<file path="config.mk">
export PLATFORM = sky130hd
export DESIGN_NAME = pulse_stretcher
export DESIGN_NICKNAME = d
export VERILOG_FILES = /design/src/rtl/pnu_pkg.sv /design/src/rtl/pulse_stretcher_cnt.sv /design/src/rtl/pulse_stretcher.sv
export SDC_FILE = /design/constraint.sdc
export NUM_CORES = 1
export LEC_CHECK = 0
export CORE_MARGIN = 2
export CORE_UTILIZATION = 45
export CTS_CLUSTER_DIAMETER = 80
export CTS_CLUSTER_SIZE = 25
export DETAILED_ROUTE_END_ITERATION = 8
export PLACE_DENSITY_LB_ADDON = 0.25
export SKIP_LAST_GASP = 1
export SYNTH_ARGS = -nofsm -noshare
export SYNTH_HDL_FRONTEND = slang
export SYNTH_SLANG_ARGS = --single-unit
</file>
<file path="constraint.sdc">
create_clock -name clk -period 2.5 [get_ports clk]
set_input_delay 0.5 -clock clk [delete_from_list [all_inputs] [get_ports clk]]
set_output_delay 0.5 -clock clk [all_outputs]
set_load 0.01 [all_outputs]
</file>
<file path="src/rtl/pnu_pkg.sv">
// Shared state encoding for the pulse stretcher.
package pnu_pkg;

    localparam logic [1:0] ST_IDLE    = 2'd0;
    localparam logic [1:0] ST_ACTIVE  = 2'd1;
    localparam logic [1:0] ST_HOLDOFF = 2'd2;

endpackage

</file>
<file path="src/rtl/pulse_stretcher_cnt.sv">
// Loadable down-counter. Load wins over decrement; it saturates at zero.
module pulse_cnt #(
    parameter int unsigned CW = 8
) (
    input  logic          clk_i,
    input  logic          rst_i,
    input  logic          load_i,
    input  logic [CW-1:0] load_val_i,
    input  logic          dec_i,
    output logic [CW-1:0] cnt_o,
    output logic          is_one_o
);

    logic [CW-1:0] cnt_q, cnt_d;

    // Next count: load has priority, decrement never wraps below zero.
    always_comb begin
        cnt_d = cnt_q;
        if (load_i) begin
            cnt_d = load_val_i;
        end else if (dec_i && (cnt_q != '0)) begin
            cnt_d = cnt_q - CW'(1);
        end
    end

    // Counter register.
    always_ff @(posedge clk_i or posedge rst_i) begin
        if (rst_i) begin
            cnt_q <= '0;
        end else begin
            cnt_q <= cnt_d;
        end
    end

    assign cnt_o    = cnt_q;
    assign is_one_o = (cnt_q == CW'(1));

endmodule

</file>
<file path="src/rtl/pulse_stretcher.sv">
// Stretches single-cycle triggers into a len-cycle high level, then holds off
// for gap cycles before another trigger can be accepted.
module pulse_stretcher #(
    parameter int unsigned CW     = 8,
    parameter bit          RETRIG = 1'b0
) (
    input  logic          clk,
    input  logic          rst,
    input  logic          trigger,
    input  logic [CW-1:0] len,
    input  logic [CW-1:0] gap,
    output logic          sig_out,
    output logic          busy,
    output logic          drop
);
    import pnu_pkg::*;

    logic [1:0]    state_q, state_d;
    logic          sig_q, sig_d;
    logic          busy_q, busy_d;
    logic          drop_q, drop_d;
    logic          cnt_load;
    logic [CW-1:0] cnt_load_val;
    logic          cnt_dec;
    logic [CW-1:0] cnt_val;
    logic          cnt_is_one;

    pulse_cnt #(
        .CW (CW)
    ) u_cnt (
        .clk_i      (clk),
        .rst_i      (rst),
        .load_i     (cnt_load),
        .load_val_i (cnt_load_val),
        .dec_i      (cnt_dec),
        .cnt_o      (cnt_val),
        .is_one_o   (cnt_is_one)
    );

    // Next-state, counter control and registered-output next values.
    always_comb begin
        state_d      = state_q;
        sig_d        = sig_q;
        busy_d       = busy_q;
        drop_d       = 1'b0;
        cnt_load     = 1'b0;
        cnt_load_val = len;
        cnt_dec      = 1'b0;

        unique case (state_q)
            ST_IDLE: begin
                if (trigger && (len != '0)) begin
                    state_d  = ST_ACTIVE;
                    cnt_load = 1'b1;
                    sig_d    = 1'b1;
                    busy_d   = 1'b1;
                end
            end
            ST_ACTIVE: begin
                if (RETRIG && trigger && (len != '0)) begin
                    // Extend: reload with the current len, stay high.
                    cnt_load = 1'b1;
                end else begin
                    if (!RETRIG && trigger) begin
                        drop_d = 1'b1;
                    end
                    // Decrement also on exit so the counter rests at zero in IDLE.
                    cnt_dec = 1'b1;
                    if (cnt_is_one) begin
                        sig_d = 1'b0;
                        if (gap != '0) begin
                            state_d      = ST_HOLDOFF;
                            cnt_load     = 1'b1;
                            cnt_load_val = gap;
                        end else begin
                            state_d = ST_IDLE;
                            busy_d  = 1'b0;
                        end
                    end
                end
            end
            ST_HOLDOFF: begin
                sig_d   = 1'b0;
                cnt_dec = 1'b1;
                if (trigger) begin
                    drop_d = 1'b1;
                end
                if (cnt_is_one) begin
                    state_d = ST_IDLE;
                    busy_d  = 1'b0;
                end
            end
            default: begin
                state_d = ST_IDLE;
                sig_d   = 1'b0;
                busy_d  = 1'b0;
            end
        endcase
    end

    // State and output registers; reset aborts any pulse in flight.
    always_ff @(posedge clk or posedge rst) begin
        if (rst) begin
            state_q <= ST_IDLE;
            sig_q   <= 1'b0;
            busy_q  <= 1'b0;
            drop_q  <= 1'b0;
        end else begin
            state_q <= state_d;
            sig_q   <= sig_d;
            busy_q  <= busy_d;
            drop_q  <= drop_d;
        end
    end

    assign sig_out = sig_q;
    assign busy    = busy_q;
    assign drop    = drop_q;

endmodule
</file>
==> results of run 1 <==
[worst max-delay path by stage]
stage / startpoint / endpoint / slack, ps / cells past startpoint
floorplan: len[4] / u_cnt.cnt_o[5]$_DFFE_PP0P_ / 660 / 5
global placement: len[4] / u_cnt.cnt_o[5]$_DFFE_PP0P_ / 180 / 7
detailed placement: len[4] / u_cnt.cnt_o[5]$_DFFE_PP0P_ / 110 / 7
CTS: len[4] / u_cnt.cnt_o[5]$_DFFE_PP0P_ / 370 / 7
global route: len[4] / u_cnt.cnt_o[5]$_DFFE_PP0P_ / 250 / 7
finish: len[4] / u_cnt.cnt_o[5]$_DFFE_PP0P_ / 380 / 7
[layout make-up]
class                           count  area [sq um]  area share, %
Clock buffer                        4          26.3           2.23
Tap cell                           27          33.8           2.87
Sequential cell                    13           325           27.6
Multi-Input combinational cell     84           546           46.3
Timing Repair Buffer               23           225           19.1
Inverter                            6          22.5           1.91
[power groups by stage]
stage / combinational, W / clock, W / sequential [W]
2_1_floorplan: 0.000461 / 0 / 0.000417
3_3_place_gp: 0.000632 / 0 / 0.000416
3_5_place_dp: 0.000643 / 0 / 0.000425
4_1_cts: 0.000650 / 0.000134 / 0.000420
5_1_grt: 0.000727 / 0.000143 / 0.000438
6_report: 0.000652 / 0.000132 / 0.000421
[cells in the final DEF (no fill, tap or decap)]
cell,n
sky130_fd_sc_hd__clkdlybuf4s50_1,21
sky130_fd_sc_hd__nand2_1,15
sky130_fd_sc_hd__nor2_1,13
sky130_fd_sc_hd__dfrtp_1,13
sky130_fd_sc_hd__o21ai_0,10
sky130_fd_sc_hd__inv_1,6
sky130_fd_sc_hd__a21oi_1,5
sky130_fd_sc_hd__ha_1,5
sky130_fd_sc_hd__a22oi_1,4
sky130_fd_sc_hd__nor4_1,3
sky130_fd_sc_hd__nand3_1,3
sky130_fd_sc_hd__clkbuf_4,3
sky130_fd_sc_hd__or4_1,2
sky130_fd_sc_hd__a31oi_1,2
sky130_fd_sc_hd__mux2i_1,2
sky130_fd_sc_hd__o211ai_1,2
sky130_fd_sc_hd__nor3b_1,2
sky130_fd_sc_hd__a32oi_1,2
sky130_fd_sc_hd__xnor2_1,2
sky130_fd_sc_hd__nand4_1,2
sky130_fd_sc_hd__buf_4,2
sky130_fd_sc_hd__nor4_4,1
sky130_fd_sc_hd__and4_1,1
sky130_fd_sc_hd__nand2_4,1
sky130_fd_sc_hd__and2_4,1
sky130_fd_sc_hd__mux2_2,1
sky130_fd_sc_hd__a2111o_1,1
sky130_fd_sc_hd__a32oi_2,1
sky130_fd_sc_hd__a22o_2,1
sky130_fd_sc_hd__xor2_1,1
sky130_fd_sc_hd__and2_1,1
sky130_fd_sc_hd__clkbuf_1,1
[kinds of logic after synthesis]
| kind of cell | count (synthesis) | share of synthesized area (%) |
|---|---|---|
| simple gates | 45 | 25.8 |
| buf+inv | 9 | 5.43 |
| compound gates | 28 | 20.4 |
| xor+xnor | 3 | 2.85 |
| fa+ha+maj | 5 | 6.79 |
| mux | 3 | 3.40 |
| flops | 13 | 35.3 |
[tightest hold or removal path, cell delays in order (launching register included)]
cell	delay, ps
sky130_fd_sc_hd__dfrtp_1	350
sky130_fd_sc_hd__nor2_1	50
sky130_fd_sc_hd__nor2_1	80
[sequential cells by signal (all words and copies together) (netlist names)]
signal,flops
u_cnt.cnt_o,8
state_q,2
busy,1
drop,1
sig_out,1
[metal layers]
metal  share of wire (%)  wire length [um]  vias up
met5                   0                 0        -
met4                 1.4                30        0
met1                  40               840      396
met3                 8.7               184        4
met2                  50              1060       53
li1                    -                 -      437
[per-stage QoR]
| stage | instance area [sq um] | cells | setup WS, ps |
|---|---|---|---|
| finish | 1180 | 157 | 379 |
| global route | 1180 | 157 | 245 |
| floorplan | 921 | 106 | 660 |
| detailed placement | 1150 | 153 | 105 |
| CTS | 1180 | 157 | 373 |
| global placement | 1150 | 153 | 179 |
[cells in the mapped netlist]
cell,count,area (sq um)
sky130_fd_sc_hd__a32oi_1,2,17.5
sky130_fd_sc_hd__nor2_1,13,48.8
sky130_fd_sc_hd__a22o_2,1,10.0
sky130_fd_sc_hd__xor2_1,1,8.76
sky130_fd_sc_hd__dfrtp_1,13,325
sky130_fd_sc_hd__nand4_1,2,12.5
sky130_fd_sc_hd__or4_1,2,15.0
sky130_fd_sc_hd__a2111o_1,1,11.3
sky130_fd_sc_hd__nor4_4,1,21.3
sky130_fd_sc_hd__mux2i_1,2,20.0
sky130_fd_sc_hd__mux2_2,1,11.3
sky130_fd_sc_hd__nand3_1,3,15.0
sky130_fd_sc_hd__o21ai_0,10,50.1
sky130_fd_sc_hd__a31oi_1,2,12.5
sky130_fd_sc_hd__and2_1,1,6.26
sky130_fd_sc_hd__nor3b_1,2,15.0
sky130_fd_sc_hd__a21oi_1,5,25.0
sky130_fd_sc_hd__nor4_1,3,18.8
sky130_fd_sc_hd__a22oi_1,4,30.0
sky130_fd_sc_hd__buf_2,1,5.00
sky130_fd_sc_hd__nand2_1,15,56.3
sky130_fd_sc_hd__o211ai_1,2,15.0
sky130_fd_sc_hd__nand2_4,1,11.3
sky130_fd_sc_hd__a32oi_2,1,16.3
sky130_fd_sc_hd__buf_6,2,22.5
sky130_fd_sc_hd__and4_1,1,8.76
sky130_fd_sc_hd__inv_1,6,22.5
sky130_fd_sc_hd__and2_4,1,8.76
sky130_fd_sc_hd__ha_1,5,62.6
sky130_fd_sc_hd__xnor2_1,2,17.5
==> summary.txt, run 1 <==
Die
  • Core Rows: 16
  • Core Box Area: 0.00194 sq mm
  • Chip Width: 49.2 um
  • Die Height: 49.2 um
  • Number of I/O pins: 22
  • Initial cell density of the core: 47.4%
  • Die area: 0.00242 sq mm

Critical path
  • Worst setup EP type: register
  • Worst Reg-to-Reg Cells: 7
  • Largest stage delay on the critical path: 540 ps
  • R2r setup slk: 440 ps
  • Worst path bufs/invs: 2
  • Crit Reg-Reg Startpoint: state_q[0]$_DFFE_PP0P_
  • Kind of critical path: input port to register
  • Worst path arrival time: 2340 ps
  • RR Endpoint: u_cnt.cnt_o[7]$_DFFE_PP0P_
  • Critical-path maximum fanout: 9
  • Startpoint class of the critical path: input port
  • Cell class contributing the biggest share of worst-path delay: buffers and inverters
  • CP required: 2720 ps
  • Cell-by-cell listing of the critical path: clkdlybuf4s50_1, or4_1, o211ai_1, buf_4, nor2_1, a31oi_1, a22o_2
  • Cell type of the slowest stage on the worst timing path: sky130_fd_sc_hd__or4_1

Finish
  • Layout overhead on the synthesized area: 28.0%
  • Ratio of cells with drive above 1 in the final layout: 8.46%
  • Net total in the final layout: 155
  • Number of antenna repair diodes: 0
  • Fill cell total of the finished layout: 177
  • Core occupancy in the finished layout: 60.7%

Placed design
  • Count of port buffers added during placement: 21
  • Placer's final routability congestion estimate: 0.818
  • Detailed placer's ending HPWL: 1.69 mm

GRT
  • Peak-usage layer in the global routing report: met2
  • Pin count of the biggest net entering global routing: 14
  • Global Route Usage Sum: 19.0%
  • Via count of the first global-routing pass: 862
  • Total congestion overflow after global routing: 0
  • Met3 GRT Util: 2.15%
  • Global-route track usage on met2: 34.2%
  • Number of antenna violations at the first check in global routing: 0
  • Met1 global-route usage: 22.9%
  • Wire length of the first global-routing pass: 3.59 mm

Clocking
  • H-tree Lvls: 1
  • Clk_lat worst skew: 280 ps
  • CTS tree: built
  • Post-CTS setup repair buffer count: 0
  • Cell at the root of the clock tree: sky130_fd_sc_hd__clkbuf_4
  • Post-CTS Hold Buffers: 0
  • Post-CTS sizing: 0
  • Cts bufs inserted: 3
  • Reg clk slew, reported paths: 80 ps
  • TritonCTS Sinks: 13
  • Buffers from clock root to sink, at most: 2

Yosys
  • Combined area of all synthesized cells: 921 sq um
  • Sequential-to-total area share from yosys stat: 35.3%
  • Yosys warning total: 0
  • Post-Synthesis Mean Instance Area: 8.69 sq um
  • Synth cell types: 30
  • Synthesized netlist net count: 130
  • Flip-flop and latch count after synthesis: 13
  • Number of cells produced by synthesis: 106

Route
  • Routed len/inst: 13.5 um
  • DRC violations left: 0
  • Total Wirelength: 2.12 mm
  • Via count: 890
  • Pre-antenna DRT Iters: 5
  • Post-DR vias/cell: 5.67
  • Initial drt markers: 34
  • Remaining antenna violation count after routing: 0

STA
  • Transition at the pin with the smallest max-transition slack: 489 ps
  • Fmax: 0.471 GHz
  • Remaining max-slew budget at the tightest pin: 67.4%
  • Portion of the clock cycle consumed by the worst path in the final layout: 84.9%
  • Min Tclk post-route: 2120 ps
  • Final count of negative-setup-slack endpoints: 0
  • Final setup skew: 0.727 ps
  • Unrepaired setup endpoints after global routing: no
  • Final number of max-transition violations: 0
  • Hold slack: 516 ps
  • Setup TNS Final: 0 ps
  • Final-report hold violation count: 0

Pwr
  • Worst IR drop on VDD: 0.477 mV
  • Net switching share of the total power: 42.7%
  • Combinational share of power: 54.1%
  • Net load switching power: 0.000514 W
  • LEAKAGE: 0.459 nW
  • Reg power frac: 34.9%
  • Relative contribution of the clock network to total power: 11.0%
  • Final Total Pwr: 0.00121 W
  • Total internal power: 0.000691 W
  • Power density over the cells: 1020 mW/mm^2

Hold path
  • Classification of the worst-slack hold path: register to register
  • Startpoint of the most critical hold path: sig_out$_DFFE_PP0P_
  • Hold Path Cell Cnt: 2
  • Hold Crit Endpoint: sig_out$_DFFE_PP0P_

Flow run
  • Maxcap violations: 0

Run status
  • Status: finished clean
(Power assumes the default switching activity.)
==> inputs of run 2 (changes only) <==
CORE_UTILIZATION = 43   (was 45)
clock period = 1.93 ns   (was 2.5 ns; I/O delays follow)
==> summary.txt, run 2 (synthesized netlist as in run 1, its figures left out) <==
STA
  • Portion of the clock cycle consumed by the worst path in the final layout: 95.8%
  • Final setup skew: 1.18 ps (+0.452 ps)
  • Unrepaired setup endpoints after global routing: no
  • Final worst slack: 81.5 ps (-297 ps)
  • Fmax: 0.541 GHz
  • Final-report hold violation count: 0 (unchanged)
  • Transition at the pin with the smallest max-transition slack: 493 ps (+4.84 ps)
  • Remaining max-slew budget at the tightest pin: 67.1% (-0.32 points)
  • Final number of max-transition violations: 0 (unchanged)
  • Min Tclk post-route: 1850 ps
  • Final count of negative-setup-slack endpoints: 0 (unchanged)

Critical path
  • Cell class contributing the biggest share of worst-path delay: simple AND/OR/NAND/NOR gates
  • CP required: 2090 ps (-630 ps)
  • Largest stage delay on the critical path: 430 ps (-110 ps)
  • Cell type of the slowest stage on the worst timing path: sky130_fd_sc_hd__clkdlybuf4s50_1
  • Worst path bufs/invs: 2 (unchanged)
  • Startpoint class of the critical path: input port
  • Worst setup EP type: register
  • Crit Reg-Reg Startpoint: u_cnt.cnt_o[0]$_DFFE_PP0P_
  • RR Endpoint: u_cnt.cnt_o[1]$_DFFE_PP0P_
  • Critical-path maximum fanout: 7 (-2)
  • Worst Reg-to-Reg Cells: 7 (unchanged)
  • Cell-by-cell listing of the critical path: clkdlybuf4s50_1, or4_4, o211ai_1, buf_4, and2_4, a32oi_2
  • R2r setup slk: 140 ps (-300 ps)
  • Worst path arrival time: 2010 ps (-330 ps)
  • Kind of critical path: input port to register

Pwr
  • Power density over the cells: 1300 mW/mm^2 (+27%)
  • LEAKAGE: 0.568 nW (+24%)
  • Worst IR drop on VDD: 0.606 mV (+27%)

GRT
  • Number of antenna violations at the first check in global routing: 0 (unchanged)
  • Via count of the first global-routing pass: 871 (+1.0%)
  • Total congestion overflow after global routing: 0 (unchanged)
  • Global Route Usage Sum: 20.0% (+0.99 points)
  • Pin count of the biggest net entering global routing: 14 (unchanged)
  • Wire length of the first global-routing pass: 3.73 mm (+3.8%)

Route
  • Pre-antenna DRT Iters: 4 (-1)
  • Routed len/inst: 14.2 um (+5.1%)
  • Via count: 922 (+3.6%)
  • DRC violations left: 0 (unchanged)
  • Post-DR vias/cell: 5.55 (-2.0%)
  • Total Wirelength: 2.35 mm (+11%)
  • Initial drt markers: 19 (-44%)
  • Remaining antenna violation count after routing: 0 (unchanged)

Finish
  • Ratio of cells with drive above 1 in the final layout: 17.3% (+8.8 points)
  • Number of flip-flops under the largest register name: 8 (unchanged)
  • Net total in the final layout: 164 (+5.8%)
  • Most frequent cells in the layout: sky130_fd_sc_hd__nand2_1 (15), sky130_fd_sc_hd__clkdlybuf4s50_1 (15), sky130_fd_sc_hd__nor2_1 (13), sky130_fd_sc_hd__dfrtp_1 (13), sky130_fd_sc_hd__buf_4 (10)
  • Core occupancy in the finished layout: 64.8% (+4.1 points)
  • Area of all placed cells without fillers: 0.00128 sq mm (+8.9%)
  • Layout overhead on the synthesized area: 39.4%
  • Number of antenna repair diodes: 0 (unchanged)

Die
  • Die area: 0.00253 sq mm (+4.3%)
  • Chip Width: 50.3 um (+2.1%)
  • Die Height: 50.3 um (+2.1%)
  • Core Box Area: 0.00198 sq mm (+2.1%)
  • Initial cell density of the core: 46.5% (-0.96 points)
  • Number of I/O pins: 22 (unchanged)
  • Core Rows: 16 (unchanged)

Hold path
  • Classification of the worst-slack hold path: input port to async pin

Placed design
  • Worst slack after detailed placement: -257 ps (-362 ps)
  • Cell area after placement: 0.00119 sq mm (+3.3%)
  • Placer's final routability congestion estimate: 0.800 (-2.2%)
  • Count of port buffers added during placement: 21 (unchanged)

Clocking
  • Buffers from clock root to sink, at most: 2 (unchanged)
  • Clk_lat worst skew: 280 ps (about the same)
  • H-tree Lvls: 1 (unchanged)
  • TritonCTS Sinks: 13 (unchanged)
  • Cell at the root of the clock tree: sky130_fd_sc_hd__clkbuf_4
  • Post-CTS Hold Buffers: 0 (unchanged)
  • Cts bufs inserted: 3 (unchanged)
  • Reg clk slew, reported paths: 80 ps (about the same)
  • CTS tree: built

Flow run
  • Maxcap violations: 0 (unchanged)

Run status
  • Status: finished clean
==> run 2: cell types whose count changed in the layout (fill, tap and decap cells not counted) <==
cell / delta
sky130_fd_sc_hd__buf_2: +1
sky130_fd_sc_hd__buf_4: +8
sky130_fd_sc_hd__clkdlybuf4s50_1: -6
sky130_fd_sc_hd__dlymetal6s2s_1: +6
sky130_fd_sc_hd__nor3b_1: -1
sky130_fd_sc_hd__nor3b_4: +1
sky130_fd_sc_hd__nor4_1: -1
sky130_fd_sc_hd__nor4_2: +1
sky130_fd_sc_hd__o21ai_0: -3
sky130_fd_sc_hd__o21ai_1: +3
sky130_fd_sc_hd__or4_1: -2
sky130_fd_sc_hd__or4_4: +2
==> run 2: cell type report <==
cell class              instances  area (sq um)
well taps                      27          33.8
repair buffers                 32           305
fillers                       170           698
flip-flops and latches         13           325
clock buffers                   4          26.3
inverters                       6          22.5
multi-input cells              84           571
==> run 2: per-stage QoR <==
step	instances	TNS, ps	hold slack [ps]	total power, W
3_5_place_dp	158	-2180	500	0.00145
6_report	166	0	421	0.00166
4_1_cts	162	0	442	0.00163
3_3_place_gp	158	-1940	492	0.00143
5_1_grt	166	0	490	0.00180
2_1_floorplan	106	0	263	0.00114
==> run 2: where the power goes <==
group | internal [W] | switching [W] | total, W | leakage, nW
registers | 0.000409 | 0.000153 | 0.000562 | 0.151
clock network | 0.0000803 | 0.0000905 | 0.000171 | 0.0150
logic | 0.000469 | 0.000461 | 0.000930 | 0.402
==> run 2: how the worst max path moves through the flow <==
stage                                  to                        from  slack [ps]  cells after the start
6_report       u_cnt.cnt_o[4]$_DFFE_PP0P_                      len[4]          80                      6
5_1_grt        u_cnt.cnt_o[1]$_DFFE_PP0P_  u_cnt.cnt_o[0]$_DFFE_PP0P_           4                      7
4_1_cts        u_cnt.cnt_o[0]$_DFFE_PP0P_                      len[5]          20                      6
3_5_place_dp   u_cnt.cnt_o[0]$_DFFE_PP0P_                      len[5]        -260                      6
3_3_place_gp   u_cnt.cnt_o[5]$_DFFE_PP0P_                      len[4]        -210                      6
2_1_floorplan  u_cnt.cnt_o[1]$_DFFE_PP0P_  u_cnt.cnt_o[0]$_DFFE_PP0P_          90                      7
==> run 2: routing by layer <==
metal  up-vias  GRT usage [%]  wire, um
met2        34           34.2      1150
met1       422           22.6      1030
met3         7           3.27       104
met4         0           13.4        72
met5         -              0         0
li1        459              -         -
==> run 2: timing repair <==
action / 4_1_cts / 5_1_grt
hold endpoints to repair: 0 / 0
gates resized for setup: 0 / 15
setup buffers: 0 / 3
endpoints found under the setup margin: 0 / 7
==> run 2: worst reg2reg max path, cell delays in order, from the launching register on <==
cell	delay, ps
sky130_fd_sc_hd__dfrtp_1	420
sky130_fd_sc_hd__inv_1	120
sky130_fd_sc_hd__ha_1	200
sky130_fd_sc_hd__nor3b_4	210
sky130_fd_sc_hd__nand2_1	90
sky130_fd_sc_hd__nand2_1	110
sky130_fd_sc_hd__mux2_2	340
sky130_fd_sc_hd__a22oi_1	200
